$ cat config.mk
export PLATFORM = sky130hd
export DESIGN_NAME = machine_timer_flat
export DESIGN_NICKNAME = d
export VERILOG_FILES = /design/src/rtl/machine_timer_bus_if.sv /design/src/rtl/machine_timer.sv /design/src/flat_wrapper.sv
export SDC_FILE = /design/constraint.sdc
export NUM_CORES = 1
export LEC_CHECK = 0
export ABC_CLOCK_PERIOD_IN_PS = 3100
export BUFFER_PORTS_ARGS = -buffer_cell sky130_fd_sc_hd__buf_2
export CELL_PAD_IN_SITES_DETAIL_PLACEMENT = 0
export CELL_PAD_IN_SITES_GLOBAL_PLACEMENT = 2
export CORE_ASPECT_RATIO = 1.25
export CORE_MARGIN = 1.5
export CORE_UTILIZATION = 35
export DETAILED_ROUTE_END_ITERATION = 10
export PLACE_DENSITY = 0.83
export SYNTH_ARGS = -nofsm -noshare
export SYNTH_HDL_FRONTEND = slang
export SYNTH_SLANG_ARGS = --single-unit
$ cat constraint.sdc
create_clock -name i_clk -period 3.1 [get_ports i_clk]
set_input_delay 0.465 -clock i_clk [delete_from_list [all_inputs] [get_ports i_clk]]
set_output_delay 0.465 -clock i_clk [all_outputs]
set_load 0.02 [all_outputs]
$ cat src/rtl/machine_timer_bus_if.sv
// ----------------------------------------------------------------------------
// machine_timer_bus_if
// Single-beat, 32-bit, word-only peripheral bus used to reach the machine
// timer registers. There is one request per cycle, no backpressure, and a
// response exactly one cycle after each request.
//
// Signals
//   bus_en     master -> slave  request valid
//   bus_we     master -> slave  1 = write, 0 = read
//   bus_addr   master -> slave  byte offset (bits [1:0] ignored)
//   bus_wdata  master -> slave  write data
//   bus_rdata  slave -> master  read data, valid while bus_ack = 1
//   bus_ack    slave -> master  response strobe
// ----------------------------------------------------------------------------
interface machine_timer_bus_if #(
    parameter int ADDR_W = 4
);
    logic              bus_en;
    logic              bus_we;
    logic [ADDR_W-1:0] bus_addr;
    logic [31:0]       bus_wdata;
    logic [31:0]       bus_rdata;
    logic              bus_ack;

    modport master (
        output bus_en,
        output bus_we,
        output bus_addr,
        output bus_wdata,
        input  bus_rdata,
        input  bus_ack
    );

    modport slave (
        input  bus_en,
        input  bus_we,
        input  bus_addr,
        input  bus_wdata,
        output bus_rdata,
        output bus_ack
    );
endinterface

$ cat src/rtl/machine_timer.sv
// ----------------------------------------------------------------------------
// machine_timer
// Memory-mapped RISC-V machine timer (mtime / mtimecmp). Produces the
// machine timer-interrupt-pending level consumed by the CSR unit (mip.MTIP)
// and exports mtime for time/timeh reads.
//
// Register map (byte offset):
//   0x0 mtime[31:0]   0x4 mtime[63:32]   0x8 mtimecmp[31:0]   0xC mtimecmp[63:32]
//   offsets >= 0x10 read as 0, writes there are ignored.
//
// Parameters
//   PRESCALE  clk cycles per mtime increment, 1..2^16
//   ADDR_W    byte-offset width of the bus address, >= 4
//
// Ports
//   i_clk    clock
//   i_rst    synchronous reset, active low
//   bus      peripheral bus, slave side
//   o_tip    machine timer interrupt pending (registered mtime >= mtimecmp)
//   o_mtime  current mtime value
// ----------------------------------------------------------------------------
module machine_timer #(
    parameter int PRESCALE = 1,
    parameter int ADDR_W   = 4
) (
    input  logic                      i_clk,
    input  logic                      i_rst,
    machine_timer_bus_if.slave        bus,
    output logic                      o_tip,
    output logic [63:0]               o_mtime
);

    // Largest terminal count is 2^16 - 1, so 16 bits always suffice.
    localparam int              CNT_W   = 16;
    localparam logic [CNT_W-1:0] CNT_TOP = CNT_W'(PRESCALE - 1);

    logic [CNT_W-1:0] cnt_q,      cnt_d;
    logic [63:0]      mtime_q,    mtime_d;
    logic [63:0]      mtimecmp_q, mtimecmp_d;
    logic             tip_q,      tip_d;
    logic             ack_q,      ack_d;
    logic [31:0]      rdata_q,    rdata_d;

    logic             tick;
    logic             in_map;
    logic             wr;
    logic [1:0]       word;

    always_comb begin
        tick   = (cnt_q == CNT_TOP);
        cnt_d  = tick ? '0 : cnt_q + CNT_W'(1);

        word   = bus.bus_addr[3:2];
        in_map = ((bus.bus_addr >> 4) == '0);
        wr     = bus.bus_en && bus.bus_we && in_map;

        mtime_d    = mtime_q;
        mtimecmp_d = mtimecmp_q;

        if (tick) begin
            mtime_d = mtime_q + 64'd1;
        end

        // A bus write replaces the whole next-state value of mtime, so an
        // increment coinciding with a write to either half is discarded
        // entirely (no carry leaks into the half that was not written).
        if (wr) begin
            case (word)
                2'd0:    mtime_d    = {mtime_q[63:32], bus.bus_wdata};
                2'd1:    mtime_d    = {bus.bus_wdata, mtime_q[31:0]};
                2'd2:    mtimecmp_d = {mtimecmp_q[63:32], bus.bus_wdata};
                default: mtimecmp_d = {bus.bus_wdata, mtimecmp_q[31:0]};
            endcase
        end

        // Reads return the pre-edge register values; write responses carry 0.
        ack_d   = bus.bus_en;
        rdata_d = rdata_q;
        if (bus.bus_en) begin
            rdata_d = '0;
            if (!bus.bus_we && in_map) begin
                case (word)
                    2'd0:    rdata_d = mtime_q[31:0];
                    2'd1:    rdata_d = mtime_q[63:32];
                    2'd2:    rdata_d = mtimecmp_q[31:0];
                    default: rdata_d = mtimecmp_q[63:32];
                endcase
            end
        end

        tip_d = (mtime_q >= mtimecmp_q);
    end

    always_ff @(posedge i_clk) begin
        if (!i_rst) begin
            cnt_q      <= '0;
            mtime_q    <= '0;
            mtimecmp_q <= '1;
            tip_q      <= 1'b0;
            ack_q      <= 1'b0;
            rdata_q    <= '0;
        end else begin
            cnt_q      <= cnt_d;
            mtime_q    <= mtime_d;
            mtimecmp_q <= mtimecmp_d;
            tip_q      <= tip_d;
            ack_q      <= ack_d;
            rdata_q    <= rdata_d;
        end
    end

    assign bus.bus_ack   = ack_q;
    assign bus.bus_rdata = rdata_q;
    assign o_tip         = tip_q;
    assign o_mtime       = mtime_q;

endmodule

$ cat src/flat_wrapper.sv
// flat-port wrapper written by rule: the top's interface ports become plain ports
module machine_timer_flat 
#(
    parameter int PRESCALE = 1,
    parameter int ADDR_W   = 4
)
  (i_clk, i_rst, o_tip, o_mtime, bus_bus_en, bus_bus_we, bus_bus_addr, bus_bus_wdata, bus_bus_rdata, bus_bus_ack);
  machine_timer_bus_if #(.ADDR_W(ADDR_W)) bus_i ();
  input  logic i_clk;
  input  logic i_rst;
  output logic o_tip;
  output logic [63:0] o_mtime;
  input wire logic [$bits(bus_i.bus_en)-1:0] bus_bus_en;
  input wire logic [$bits(bus_i.bus_we)-1:0] bus_bus_we;
  input wire logic [$bits(bus_i.bus_addr)-1:0] bus_bus_addr;
  input wire logic [$bits(bus_i.bus_wdata)-1:0] bus_bus_wdata;
  output wire logic [$bits(bus_i.bus_rdata)-1:0] bus_bus_rdata;
  output wire logic [$bits(bus_i.bus_ack)-1:0] bus_bus_ack;
  assign bus_i.bus_en = bus_bus_en;
  assign bus_i.bus_we = bus_bus_we;
  assign bus_i.bus_addr = bus_bus_addr;
  assign bus_i.bus_wdata = bus_bus_wdata;
  assign bus_bus_rdata = bus_i.bus_rdata;
  assign bus_bus_ack = bus_i.bus_ack;
  machine_timer #(.PRESCALE(PRESCALE), .ADDR_W(ADDR_W)) u_core (.i_clk(i_clk), .i_rst(i_rst), .bus(bus_i), .o_tip(o_tip), .o_mtime(o_mtime));
endmodule
== After elaboration in Yosys (flattened, before gate mapping) ==
Cells that the tools add are included.

* Logic and storage cells: 31
* Output and inout port bits: 98
* Flip-flop bits (word level): 178
* Input bits: 40

* $lt $le $gt $ge: 1
* $add $sub $neg: 2
* Reductions and logical operators: 7
* Muxes and demuxes: 6
* Equality and inequality tests: 4
* Bitwise operators: 3

{| class="wikitable"
|+ Operator list
! operator !! count
|-
| $pmux 64 s2 || 2
|-
| $mux 64 || 2
|-
| $pmux 32 s3 || 1
|-
| $add 64x1->64 const B || 1
|-
| $ge 64x64->1 || 1
|-
| $mux 32 || 1
|-
| $add 16x1->16 const B || 1
|-
| $logic_not 16->1 || 1
|-
| $reduce_and 3->1 || 2
|-
| $ne 2x2->1 const B || 2
|-
| $reduce_or 2->1 || 2
|-
| $not 1->1 || 3
|-
| $eq 2x1->1 const B || 1
|-
| $eq 2x2->1 const B || 1
|-
| $logic_not 2->1 || 1
|-
| $logic_and 1x1->1 || 1
|}

== Depth between registers and ports, before layout ==
* Depth in word-level cells: 4
* Mapped depth: 9
* Gate-level depth less buffers: 8

== Least setup slack after synthesis ==
Ideal clock, no wire load.

* Path type: register to register
* Start: register u_core.mtime_q[4], in the netlist u_core.o_mtime[4]
* End: register u_core.mtime_q[52], in the netlist u_core.o_mtime[52]
* Setup time: 74 ps
* Required time: 3,026 ps
* Stages on the path, launching flop included: 10
* Arrival time: 2,539 ps
* Path buffers: 3
* Path slack: 487 ps
* Clock period less this slack: 2,613 ps
* Cell sequence: dfxtp_1 -> buf_4 -> nand4_1 -> or2_1 -> buf_6 -> or4_4 -> nand2b_4 -> buf_6 -> or4_1 -> a31oi_1

* Longest elaborated chain between the ends: 4

{| class="wikitable"
|+ RTL lines
! item !! line !! text
|-
| start: declaration || machine_timer.sv:38 || <nowiki>logic [63:0] mtime_q, mtime_d;</nowiki>
|-
| start signal: assignment || machine_timer.sv:104 || <nowiki>mtime_q <= mtime_d;</nowiki>
|-
| $add 64x1->64 * || machine_timer.sv:61 || <nowiki>mtime_d = mtime_q + 64'd1;</nowiki>
|-
| $mux 64 * || machine_timer.sv:60 || <nowiki>if (tick) begin</nowiki>
|-
| $pmux 64 s2 || machine_timer.sv:68 || <nowiki>case (word)</nowiki>
|-
| $mux 64 * || machine_timer.sv:67 || <nowiki>if (wr) begin</nowiki>
|}

Mark *: on every way between the ends. The rest lies on a longest branch, timed or not.
A chain may end at the register's enable or synchronous reset.

== Final worst setup path ==
* Start: register u_core.cnt_q[0]
* End: register u_core.mtime_q[19], in the netlist u_core.o_mtime[19]

* Longest elaborated chain between the ends: 4

{| class="wikitable"
|+ RTL lines
! item !! line !! text
|-
| start: declaration || machine_timer.sv:37 || <nowiki>logic [CNT_W-1:0] cnt_q, cnt_d;</nowiki>
|-
| start signal: assignment || machine_timer.sv:103 || <nowiki>cnt_q <= cnt_d;</nowiki>
|-
| $logic_not 16->1 * || machine_timer.sv:50 || <nowiki>tick = (cnt_q == CNT_TOP);</nowiki>
|-
| $mux 64 * || machine_timer.sv:60 ||
|-
| $pmux 64 s2 || machine_timer.sv:68 ||
|-
| $mux 64 * || machine_timer.sv:67 ||
|}

Marks and branches as above.

==> flow_summary.json <==
{
  "detail_route.wl_per_cell_um": 19.8,
  "clock-root-buffer": "sky130_fd_sc_hd__clkbuf_16",
  "yosysMostFrequentCell": "sky130_fd_sc_hd__dfxtp_1",
  "cp.arrival_ps": 3260,
  "synth_top_cell_by_area": "sky130_fd_sc_hd__dfxtp_1",
  "cts-root-to-sink-buffers": 2,
  "register_area_share_after_synthesis_pct": 34.9,
  "clk_pin_slew_worst_paths_ps": 70,
  "timing.final.setup_violations": 0,
  "syn_nets": 1313,
  "tritoncts": "built",
  "ios": 138,
  "crit_path_buffers_inverters": 1,
  "vias_post_dr": 9745,
  "critical_path.cell_chain": "inv_1 -> ha_1 -> nor4b_2 -> nand4_1 -> nor3_1 -> nand2_1 -> or4_1 -> a31oi_1",
  "placeableCoreArea_um2": 28600,
  "post_route_cells_drive_above_1_share_pct": 20.3,
  "yosysWarningCount": 0,
  "timing_worst_slew_pin_value_ps": 627,
  "critical_path.max_fanout": 7,
  "globalplace.congestion": 0.846,
  "power_per_cell_area_nw_per_um2": 439,
  "ys_seq_elements": 178,
  "die_area_um2": 30200,
  "insertion_delay_ps": 440,
  "htree_num_levels": 4,
  "run_status": "finished clean",
  "synth_edf_count": 0,
  "grt_start_max_net_pins": 65,
  "report.power.total_mw": 5.36,
  "critPathLaunchType": "flip-flop",
  "timing.final.hold_violations": 0,
  "post_drt_via_cell_ratio": 5.55,
  "antenna_violations_before_repair": 0,
  "io_buffer_count": 135,
  "fraction_of_post_synthesis_cell_area_in_the_top_cell_type_by_area_pct": 34.9,
  "yosys-top-cells-area": "sky130_fd_sc_hd__dfxtp_1, sky130_fd_sc_hd__ha_1, sky130_fd_sc_hd__mux4_2",
  "peakVddDrop_mv": 0.311,
  "setup_ws_ps": 207,
  "regToRegSetupSlack_ps": 210,
  "cts.sinks": 178,
  "layout_min_cycle_time_ps": 2890,
  "nNetsFinal": 1461,
  "crit_required_ps": 3460,
  "postRouteAntennaNets": 0,
  "synth_async_sr_flop_share_pct": 0,
  "syn_inst": 1206,
  "setup_total_negative_slack_ps": 0,
  "die_w_um": 156,
  "detail_route.drc_violations": 0,
  "grt_pass1_wl_um": 54800,
  "initialDrtViolationCount": 694,
  "ctsResizeCount": 0,
  "power_leakage_nw": 5.33,
  "post_synth_instance_area_um2": 10200,
  "fill_cells": 2941,
  "max_cap_viols": 0,
  "detailedPlacementHpwl_um": 25800,
  "route.final.wire_length_um": 34700,
  "pre_cts_slack_ps": 319,
  "floorplan.initialDensity_pct": 35.7,
  "hold_class": "in2reg",
  "cts_made_buffers": 17,
  "die_h_um": 194,
  "slew_headroom_pct": 58.2,
  "crit_slowest_cell": "sky130_fd_sc_hd__nor3_1",
  "critPathTopFamily": "simple AND/OR/NAND/NOR gates",
  "overall_global_routing_resource_usage_pct": 23.4,
  "finalMaxSlewViolations": 0,
  "cp_slowest_stage_delay_ps": 550,
  "sequential_area_um2": 3560,
  "drt-pass1-iter-count": 7,
  "cts_setup_buffers": 0,
  "yosys_most_used_dff": "sky130_fd_sc_hd__dfxtp_1",
  "synthesis.area_per_instance_um2": 8.46,
  "fin_worst_skew_ps": 13.0,
  "worstSetupEndpointType": "flip-flop",
  "rsz0062_at_grt": "no",
  "critical_path_class": "reg2reg",
  "post_cts_hold_fix_bufs": 0,
  "ys_top_cells_by_count": "sky130_fd_sc_hd__dfxtp_1, sky130_fd_sc_hd__nand2_1, sky130_fd_sc_hd__nor2_1",
  "max_freq_mhz": 346,
  "final_min_period_over_clock_period_pct": 93.3,
  "via_count_of_the_first_global_routing_pass": 9424,
  "placementRows": 69,
  "multi_input_logic_area_um2": 6120,
  "antennaDiodeCount": 0,
  "areaGrowthSynthToFinish_pct": 19.6,
  "yosys.cell_types.count": 62,
  "grt-ovfl-total": 0
}
[area by class of cell]
type,instances,share of cell area [%]
flip-flops and latches,178,29.2
well taps,390,4.00
clock inverters,11,1.28
inverters,76,2.34
repair buffers,193,9.33
clock buffers,20,3.74
multi-input cells,888,50.1
[sequential cells by signal, summed over array words and instances (netlist names)]
| signal | cells |
|---|---|
| u_core.bus.bus_rdata | 32 |
| u_core.o_tip | 1 |
| u_core.mtimecmp_q | 64 |
| u_core.o_mtime | 64 |
| u_core.cnt_q | 16 |
| u_core.bus.bus_ack | 1 |
[worst register-to-register path, cell delays in order, from the launching register on]
cell and delay (ps):
sky130_fd_sc_hd__dfxtp_1 370, sky130_fd_sc_hd__inv_1 80, sky130_fd_sc_hd__ha_1 140, sky130_fd_sc_hd__nor4b_2 350
sky130_fd_sc_hd__nand4_1 430, sky130_fd_sc_hd__nor3_1 550, sky130_fd_sc_hd__nand2_1 280, sky130_fd_sc_hd__or4_1 460
sky130_fd_sc_hd__a31oi_1 160
[path summary, 6_finish.rpt]
kind                                        end  depth (start not counted)                        start
min          u_core.mtimecmp_q[17]$_SDFFE_PN1P_                          3            bus_bus_wdata[17]
max reg2reg     u_core.o_mtime[19]$_SDFFE_PN0P_                          8   u_core.cnt_q[0]$_SDFF_PP0_
min reg2reg         u_core.cnt_q[13]$_SDFF_PP0_                          2  u_core.cnt_q[13]$_SDFF_PP0_
max             u_core.o_mtime[19]$_SDFFE_PN0P_                          8   u_core.cnt_q[0]$_SDFF_PP0_
[power breakdown]
part           internal [mW]  switching, mW
sequential              2.36         0.0817
combinational          0.244          0.371
clock                   1.31          0.985
total                   3.92           1.44
[cells by family after synthesis]
kind of cell	share of synthesized area, %
buf+inv	5.33
flops	34.9
mux	8.38
compound gates	18.5
xor+xnor	1.72
fa+ha+maj	8.22
simple gates	22.9
[through the flow]
step                instances  utilization, %  cell area (µm²)  hold WS, ps
CTS                      1756            42.7            12200          290
floorplan                1206               -            10200          463
global route             1756            42.7            12200          298
global placement         1725            40.6            11600          486
detailed placement       1725            40.6            11600          498
finish                   1756            42.7            12200          306
[layout by cell type, fill, tap and decap left out, types with 55 or more instances in the layout]
master	count
sky130_fd_sc_hd__buf_2	134
sky130_fd_sc_hd__nor2_1	83
sky130_fd_sc_hd__nand3_1	55
sky130_fd_sc_hd__buf_4	57
sky130_fd_sc_hd__ha_1	67
sky130_fd_sc_hd__a21oi_1	84
sky130_fd_sc_hd__inv_1	75
sky130_fd_sc_hd__dfxtp_1	178
sky130_fd_sc_hd__o211ai_1	75
sky130_fd_sc_hd__nand2_1	139
[metal layers]
| layer | vias to the layer above | share of wire (%) | global-route usage [%] |
|---|---|---|---|
| met3 | 43 | 3.5 | 2.93 |
| li1 | 4758 | - | - |
| met5 | - | 0 | 0 |
| met1 | 4701 | 45 | 30.2 |
| met4 | 0 | 1.9 | 6.49 |
| met2 | 243 | 50 | 40.6 |
(Power assumes the default switching activity.)
